$ cat src/rtl/fg_node_seq.sv
// Operand/result sequencer for the polar-decoder f/g unit: loads one 16-LLR node,
// runs an f pass, waits for left-subtree partial sums, then runs a g pass.
module fg_node_seq #(
    parameter int unsigned LLR_W  = 8,
    parameter int unsigned PE_NUM = 8
) (
    input  logic                          clk,
    input  logic                          rst_n,
    input  logic                          in_valid,
    output logic                          in_ready,
    input  logic [2*PE_NUM*LLR_W-1:0]     in_llr,
    input  logic                          ps_valid,
    output logic                          ps_ready,
    input  logic [PE_NUM-1:0]             ps_bits,
    output logic [2*PE_NUM*LLR_W-1:0]     pu_llr,
    output logic [PE_NUM-1:0]             pu_bit,
    output logic                          pu_flag,
    input  logic [PE_NUM*LLR_W-1:0]       pu_llr_out,
    output logic                          out_valid,
    input  logic                          out_ready,
    output logic [PE_NUM*LLR_W-1:0]       out_llr,
    output logic                          out_is_g,
    input  logic                          flush,
    output logic                          busy
);

    typedef enum logic [2:0] {
        StIdle,
        StFCalc,
        StFOut,
        StWaitPs,
        StGCalc,
        StGOut
    } state_e;

    state_e                      state_q;
    logic [2*PE_NUM*LLR_W-1:0]   op_q;
    logic [PE_NUM-1:0]           bit_q;

    // Flush only redirects the state; operand, bit and result registers keep contents.
    always_ff @(posedge clk or negedge rst_n) begin
        if (!rst_n) begin
            state_q  <= StIdle;
            op_q     <= '0;
            bit_q    <= '0;
            out_llr  <= '0;
            out_is_g <= 1'b0;
            pu_flag  <= 1'b1;
        end else if (flush) begin
            state_q <= StIdle;
        end else begin
            case (state_q)
                StIdle: begin
                    if (in_valid) begin
                        op_q    <= in_llr;
                        pu_flag <= 1'b1;
                        state_q <= StFCalc;
                    end
                end
                StFCalc: begin
                    out_llr  <= pu_llr_out;
                    out_is_g <= 1'b0;
                    state_q  <= StFOut;
                end
                StFOut: begin
                    if (out_ready) begin
                        pu_flag <= 1'b0;
                        state_q <= StWaitPs;
                    end
                end
                StWaitPs: begin
                    if (ps_valid) begin
                        bit_q   <= ps_bits;
                        state_q <= StGCalc;
                    end
                end
                StGCalc: begin
                    out_llr  <= pu_llr_out;
                    out_is_g <= 1'b1;
                    state_q  <= StGOut;
                end
                StGOut: begin
                    if (out_ready) begin
                        state_q <= StIdle;
                    end
                end
                default: state_q <= StIdle;
            endcase
        end
    end

    assign in_ready  = (state_q == StIdle);
    assign ps_ready  = (state_q == StWaitPs);
    assign busy      = (state_q != StIdle);
    assign out_valid = (state_q == StFOut) || (state_q == StGOut);
    assign pu_llr    = op_q;
    // Partial sums only matter to the unit during the g pass.
    assign pu_bit    = (state_q == StGCalc) ? bit_q : '0;

endmodule

$ cat config.mk
export PLATFORM = sky130hd
export DESIGN_NAME = fg_node_seq
export DESIGN_NICKNAME = d
export VERILOG_FILES = /design/src/rtl/fg_node_seq.sv
export SDC_FILE = /design/constraint.sdc
export NUM_CORES = 1
export LEC_CHECK = 0
export ABC_AREA = 1
export BUFFER_PORTS_ARGS = -buffer_cell sky130_fd_sc_hd__buf_2
export CORE_AREA = 5 5 157 159
export DETAILED_ROUTE_END_ITERATION = 6
export DIE_AREA = 0 0 162 164
export GPL_ROUTABILITY_DRIVEN = 0
export GPL_TIMING_DRIVEN = 0
export PLACE_DENSITY = 0.65
export SYNTH_ARGS = -nofsm -noshare
export SYNTH_HDL_FRONTEND = slang
export SYNTH_SLANG_ARGS = --single-unit
export TNS_END_PERCENT = 10
$ cat constraint.sdc
create_clock -name clk -period 1.56 [get_ports clk]
set_input_delay 0.234 -clock clk [delete_from_list [all_inputs] [get_ports clk]]
set_output_delay 0.234 -clock clk [all_outputs]
set_load 0.05 [all_outputs]
# --- After elaboration in Yosys (flattened, before gate mapping) ---
# Cells that the tools add are included.
# Widths: inputs -> output; s select.
classes:
  n_eq_ne: 11
  muxes: 11
  n_bitwise: 1
  reduce_logical: 12
ops:
  columns: ["operator", "count"]
  rows:
  - ["$pmux 3 s6", 1]
  - ["$mux 3", 5]
  - ["$mux 8", 1]
  - ["$reduce_and 4->1", 2]
  - ["$eq 3x2->1 const B", 2]
  - ["$eq 3x3->1 const B", 2]
  - ["$ne 3x2->1 const B", 2]
  - ["$ne 3x3->1 const B", 2]
  - ["$reduce_and 3->1", 2]
  - ["$ne 2x2->1 const B", 2]
  - ["$pmux 1 s2", 2]
  - ["$reduce_and 2->1", 2]
  - ["$reduce_bool 2->1", 2]
  - ["$eq 3x1->1 const B", 1]
  - ["$logic_not 3->1", 1]
  - ["$reduce_bool 3->1", 1]
  - ["$mux 1", 2]
  - ["$reduce_or 2->1", 1]
  - ["$logic_or 1x1->1", 1]
  - ["$not 1->1", 1]
word_totals:
  in_bits: 206
  out_inout_bits: 206
  ff_bits: 205
  wordCells: 41

# --- Longest topological paths before layout ---
# Gate-level depths: netlist (run 1).
logic_depth:
  ltp_word: 3
  depth_mapped: 8

# --- Worst setup path after synthesis (run 1) ---
# Ideal clock, no wire load.
synth_timing:
  path_type: "reg2out"
  startpoint: "reg state_q[1]"
  endpoint: "out pu_bit[0]"
  path_stages_with_launch: 4
  arrival_ps: 1557
  setup_slack_ps: -231
  required_ps: 1326
  cell_sequence: "dfrtp_1 > nor2_1 > nand2_1 > nor2_1"
synth_between:
  elab_chain_len: 2
synth_rtl:
  columns: ["item", "line", "rtl"]
  rows:
  - ["start, declared", "36", "state_e state_q;"]
  - ["start signal, assigned", "43", "state_q <= StIdle;"]
  - ["start signal, assigned", "50", "state_q <= StIdle;"]
  - ["start signal, assigned", "57", "state_q <= StFCalc;"]
  - ["$eq 3x3->1", "98", "assign pu_bit = (state_q == StGCalc) ? bit_q : '0;"]
  - ["$mux 8", "98", null]
  - ["end, declared", "16", "output logic [PE_NUM-1:0] pu_bit,"]
# No other way between the ends.

# --- Worst setup path after layout (run 1) ---
layout_timing:
  startpoint: "reg state_q[1]"
  endpoint: "out pu_bit[6]"
# The elaborated chain is that of the path after synthesis.

==> reports/results.ini, run 1 <==
[outcome]
outcome=complete, but fails checks
violations=setup timing

[grt]
antenna_found_initial=2
use_met2=0.371
use_met1=0.242
track_usage=0.215
top_usage_layer=met2
grt_util_met3=0.0670
gr-total-overflow=0
grt_pass1_vias=8984
grt_max_degree=112
grt_pass1_wl_um=46300

[sta]
worstMarginPinSlew_ps=747
layout_min_cycle_time_ps=1760
fin_crit_sh=1.13
finalMaxSlewViolations=0
relSlewSlack=0.502
hold_viol=0
fmax_ghz=0.568
fin_ws_ps=-201
fin_skew_ps=8.48
setup_viol=132
grt_setup_unrepaired=yes

[power]
clkPwrFrac=0.180
powerDensity_mw_per_mm2=2310
seqPwrFrac=0.285
vdd_drop_max_mv=1.59
p_switching_mw=16.4
internal-power_mw=15.7
switching_share=0.511
share_comb_of_total_power=0.535
p_leak_nw=7.89

[clock_tree]
clk_latency_ps=500
cts_root_buf=clkbuf_16
cts_sinks=205
ctsHtreeMaxLevel=1
cts_buffer_depth=3
cts.clk_slew.worst_paths_ps=60
cts_tree=yes
cts_buffers=24

[placement]
pre_cts_ws_ps=-239
place_area_mm2=0.0107
detailed_place_hpwl_um=19800
numPortBuffers=411
placedCellCount=1608

[min_path]
hp-start=in_llr[103]
hp-class=input pin to register

[final_layout]
fin_cells=1862
num-fill-cells=1816
final_area_mm2=0.0139
final_nets=1761
drive_gt1_frac=0.341
area.growth.synth_to_final_pct=69.3
layout_commonest_cell=buf_2
final_cell_mix=buf_2, nand2_1, inv_1, dfrtp_1, dlygate4sd3_1

[logic_synthesis]
syn-num-nets=1112
synth_compound_area_frac=0.128
synth_fa_ha_area_frac=0
synthSimpleGateAreaFrac=0.115
avgSynthCellArea_um2=9.07
ys_seq_area_frac=0.624
synth-seq-cells=205
netlist-cell-type-count=23
synth_top_family_by_area=buffers and inverters
synthCells=906
synth_xor_area_frac=0
synth_area_mm2=0.00822
yosysWarningCount=0
muxShareOfSynthArea=0

[die]
die_w_um=162
rows=56
die_h_um=164
start_util=0.356
ioPinCount=412
core_mm2=0.0231
die_area_mm2=0.0266

[drt]
routed_wl_um=29900
firstDrtPassIters=4
post_drt_wl_per_cell_um=16.1
drtAntennaViolNets=0
via_per_inst=4.57
vias=8501
drc=0
drt_iter0_drc=381

[worst_setup_path]
worstSetupPathType=register to primary output
arrival_ps=1530
cp-startpoint=state_q[1]$_DFFE_PN0P_
r2r-start=state_q[1]$_DFFE_PN0P_
crit_required_ps=1330
cp-start-kind=register
crit_path_end_kind=primary output
crit_fanout=9

[job]
max_cap_violations=0

## power groups by stage
stage                     Combinational (mW)  Sequential (mW)  Clock (mW)
after CTS                               16.6             9.09        5.99
after floorplan                         3.47             17.4           0
after global placement                  15.9             9.11           0
after detailed placement                16.1             9.12           0
after global routing                    18.2             9.43        6.20
final                                   17.2             9.16        5.81
## critical path: stages, from the launching register on
cell,delay (ps)
dfrtp_2,450
nor2_4,160
nand2_8,110
nor2_2,130
buf_6,170
## path summary, 6_finish.rpt
path	endpoint	slack, ps	cells past startpoint
max	pu_bit[6]	-200	4
min	pu_llr[103]$_DFFE_PN0P_	30	3
max reg2reg	pu_llr[29]$_DFFE_PN0P_	-70	8
min reg2reg	pu_flag$_DFFE_PN1P_	470	2
max in group asynchronous	pu_llr[88]$_DFFE_PN0P_	220	3
min in group asynchronous	bit_q[5]$_DFFE_PN0P_	330	2
## what timing repair did
| item | CTS | global route |
|---|---|---|
| endpoints found under the setup margin | 142 | 196 |
| setup buffers | 5 | 8 |
| pin swaps | 2 | 3 |
| gates resized for setup | 32 | 94 |
| cloned | 0 | 1 |
| hold endpoints to repair | 288 | 1 |
| hold buffers | 196 | 1 |
## state kept, by name (all words and copies together) (netlist names)
name      count
out_is_g      1
state_q       3
pu_llr      128
bit_q         8
pu_flag       1
out_llr      64
## cells by family after synthesis
group / Yosys count
compound gates: 207
buf+inv: 251
flops: 205
simple gates: 243
## layer usage
metal	vias to the layer above	part of all wire
li1	4052	-
met5	-	0.00043
met3	112	0.091
met1	3935	0.37
met4	2	0.055
met2	400	0.49
## Yosys cell counts
library cell	number	share of area
a21oi_1	9	0.0055
buf_2	17	0.010
buf_4	11	0.010
buf_6	12	0.016
clkbuf_1	3	0.0014
dfrtp_1	204	0.62
dfstp_2	1	0.0032
inv_1	206	0.094
inv_2	2	0.00091
nand2_1	208	0.095
nand2_2	1	0.00076
nand3_1	3	0.0018
nand3_2	2	0.0024
nand4_1	1	0.00076
nor2_1	24	0.011
nor2_2	1	0.00076
nor2_4	1	0.0014
nor3_1	2	0.0012
o211ai_2	1	0.0015
o21ai_0	54	0.033
o21ai_1	140	0.085
o21bai_1	2	0.0018
o22ai_1	1	0.00076
## through the flow
stage	total power [mW]	setup TNS [ps]	util	hold WS, ps
4_1_cts	31.7	-4310	0.589	4.79
5_1_grt	33.8	-21370	0.602	14.9
2_1_floorplan	20.8	-12150	-	-61.6
6_report	32.2	-5170	0.602	25.9
3_3_place_gp	25.0	-678950	0.461	451
3_5_place_dp	25.2	-7910	0.463	299
## final cells by class
type	instances	area [µm²]	area share
sequential	205	5130	0.369
timing repair buffer	623	4280	0.308
multi-input combinational	450	2090	0.150
inverter	208	783	0.0563
clock buffer	31	668	0.0480
buffer	43	442	0.0317
tap	290	363	0.0261
clock inverter	10	155	0.0111
antenna	2	5.00	0.000360
(Power assumes the default switching activity.)
==> inputs of run 2 (changes only) <==
- PLACE_DENSITY: 0.65 -> 0.68
- REMOVE_ABC_BUFFERS: unset -> 1
- clock period: 1.56 -> 1.4 ns (I/O delays scaled with it)
==> run 2 against run 1 <==
The run ends with hold timing, setup timing left; total power grew 16%; clock-buffer cell count shrank 3; non-clock buffer count stayed put; global-route usage up 0.35 points; clock skew is 15 ps higher; final area is 5.4% higher; flip-flop and latch count unchanged; critical path type unchanged; largest cell class is now non-clock buffers.
==> reports/results.ini, run 2 (same netlist as run 1, synthesis figures left out) <==
[sta]
hold_ws_ps=-290
relSlewSlack=0.467
worstMarginPinSlew_ps=800
layout_min_cycle_time_ps=1780
setup_viol=216
fin_ws_ps=-381
fin_skew_ps=23.7
hold_viol=99
grt_setup_unrepaired=yes
fmax_ghz=0.562
finalMaxSlewViolations=0
fin_tns_setup_ps=-41300
fin_crit_sh=1.27

[worst_setup_path]
cp-startpoint=state_q[0]$_DFFE_PN0P_
worstSetupPathType=register to primary output
crit_required_ps=1190
crit_path_end_kind=primary output
rr_endpoint=pu_llr[68]$_DFFE_PN0P_
crit_fanout=10
cp-start-kind=register
r2r_setup_slack_ps=-310
arrival_ps=1570
r2r-start=state_q[1]$_DFFE_PN0P_
reg2regPathDepth=8

[drt]
drtAntennaViolNets=0
drt_iter0_drc=535
routed_wl_um=33900
drc=0
post_drt_wl_per_cell_um=18.2
vias=8921
firstDrtPassIters=7
via_per_inst=4.79

[grt]
grt_pass1_vias=8940
grt_pass1_wl_um=47200
antenna_found_initial=2
track_usage=0.218
gr-total-overflow=0
grt_max_degree=106

[power]
share_comb_of_total_power=0.565
seqPwrFrac=0.281
vdd_drop_max_mv=1.95
internal-power_mw=18.0
clkPwrFrac=0.154
powerDensity_mw_per_mm2=2550
p_switching_mw=19.4
p_leak_nw=8.17
switching_share=0.517

[clock_tree]
cts.clk_slew.worst_paths_ps=60
clk_latency_ps=510
cts_sinks=205
cts_buffer_depth=3
ctsHtreeMaxLevel=1
ctsHoldBuffers=201
cts_buffers=23
cts_tree=yes
cts_root_buf=clkbuf_16

[die]
die_area_mm2=0.0266
ioPinCount=412
rows=56
die_w_um=162
core_mm2=0.0231
die_h_um=164
start_util=0.356

[placement]
pre_cts_ws_ps=-406
numPortBuffers=411
detailed_place_hpwl_um=17100
place_area_mm2=0.0105
placedCellCount=1571

[final_layout]
final_nets=1761
fin_util=0.634
fin_cells=1863
regArea_mm2=0.00514
num-fill-cells=1620
layout_commonest_cell=buf_2
drive_gt1_frac=0.377
area.growth.synth_to_final_pct=78.4
final_area_mm2=0.0147
largest_reg_flops=128
final_cell_mix=buf_2, inv_1, dlygate4sd3_1, dfrtp_1, nand2_1
multi_input_area_mm2=0.00238

[outcome]
violations=hold timing, setup timing
outcome=complete, but fails checks

[min_path]
hp-class=input pin to asynchronous set/reset pin

[job]
max_cap_violations=0

run 2: power by group through the flow:
stage                     clock [mW]  sequential (mW)  combinational [mW]
after floorplan                    0             19.4                3.65
final                           5.77             10.5                21.1
after global placement             0             10.1                17.2
after CTS                       5.86             10.1                19.1
after detailed placement           0             10.1                17.6
after global routing            6.15             10.8                22.1
run 2: layout make-up:
| type | count | share of cell area |
|---|---|---|
| diodes | 2 | 0.000341 |
| clock buffers | 28 | 0.0419 |
| clock inverters | 13 | 0.00657 |
| inverters | 208 | 0.0534 |
| multi-input cells | 451 | 0.162 |
| flip-flops and latches | 205 | 0.350 |
| well taps | 290 | 0.0247 |
| repair buffers | 666 | 0.361 |
run 2: how the worst max path moves through the flow:
stage                                    endpoint  slack (ps)  cells after the start
after global routing                    pu_bit[5]        -440                      4
after global placement      pu_llr[4]$_DFFE_PN0P_       -4140                      5
after floorplan             pu_llr[0]$_DFFE_PN0P_       -2940                      5
after detailed placement  pu_llr[108]$_DFFE_PN0P_        -410                      7
after CTS                               pu_bit[7]        -350                      4
final                                   pu_bit[5]        -380                      4
run 2: worst max-delay path, stage by stage, from the launching register on:
cell and delay, ps:
dfrtp_2 450, nor2_4 200, nand2_8 120, nor2_2 140, buf_6 180
run 2: stage by stage:
step / total power [mW] / hold WS, ps
global route: 39.1 / -232
floorplan: 23.0 / -85.6
CTS: 35.1 / -255
detailed placement: 27.7 / 301
finish: 37.4 / -290
global placement: 27.3 / 447
run 2: timing repair:
action | 4_1_cts | 5_1_grt
pin swaps | 6 | 5
setup buffers | 13 | 12
gates cloned | 7 | 16
endpoints found under the hold margin | 300 | 99
endpoints found under the setup margin | 220 | 252
gates resized for setup | 61 | 195
run 2: per-layer routing:
| metal | vias to the layer above | track usage | wire [µm] |
|---|---|---|---|
| met3 | 142 | 0.0683 | 3310 |
| met2 | 522 | 0.381 | 16900 |
| met5 | - | 0 | 0 |
| li1 | 4056 | - | - |
| met4 | 0 | 0.103 | 1730 |
| met1 | 4201 | 0.244 | 12000 |
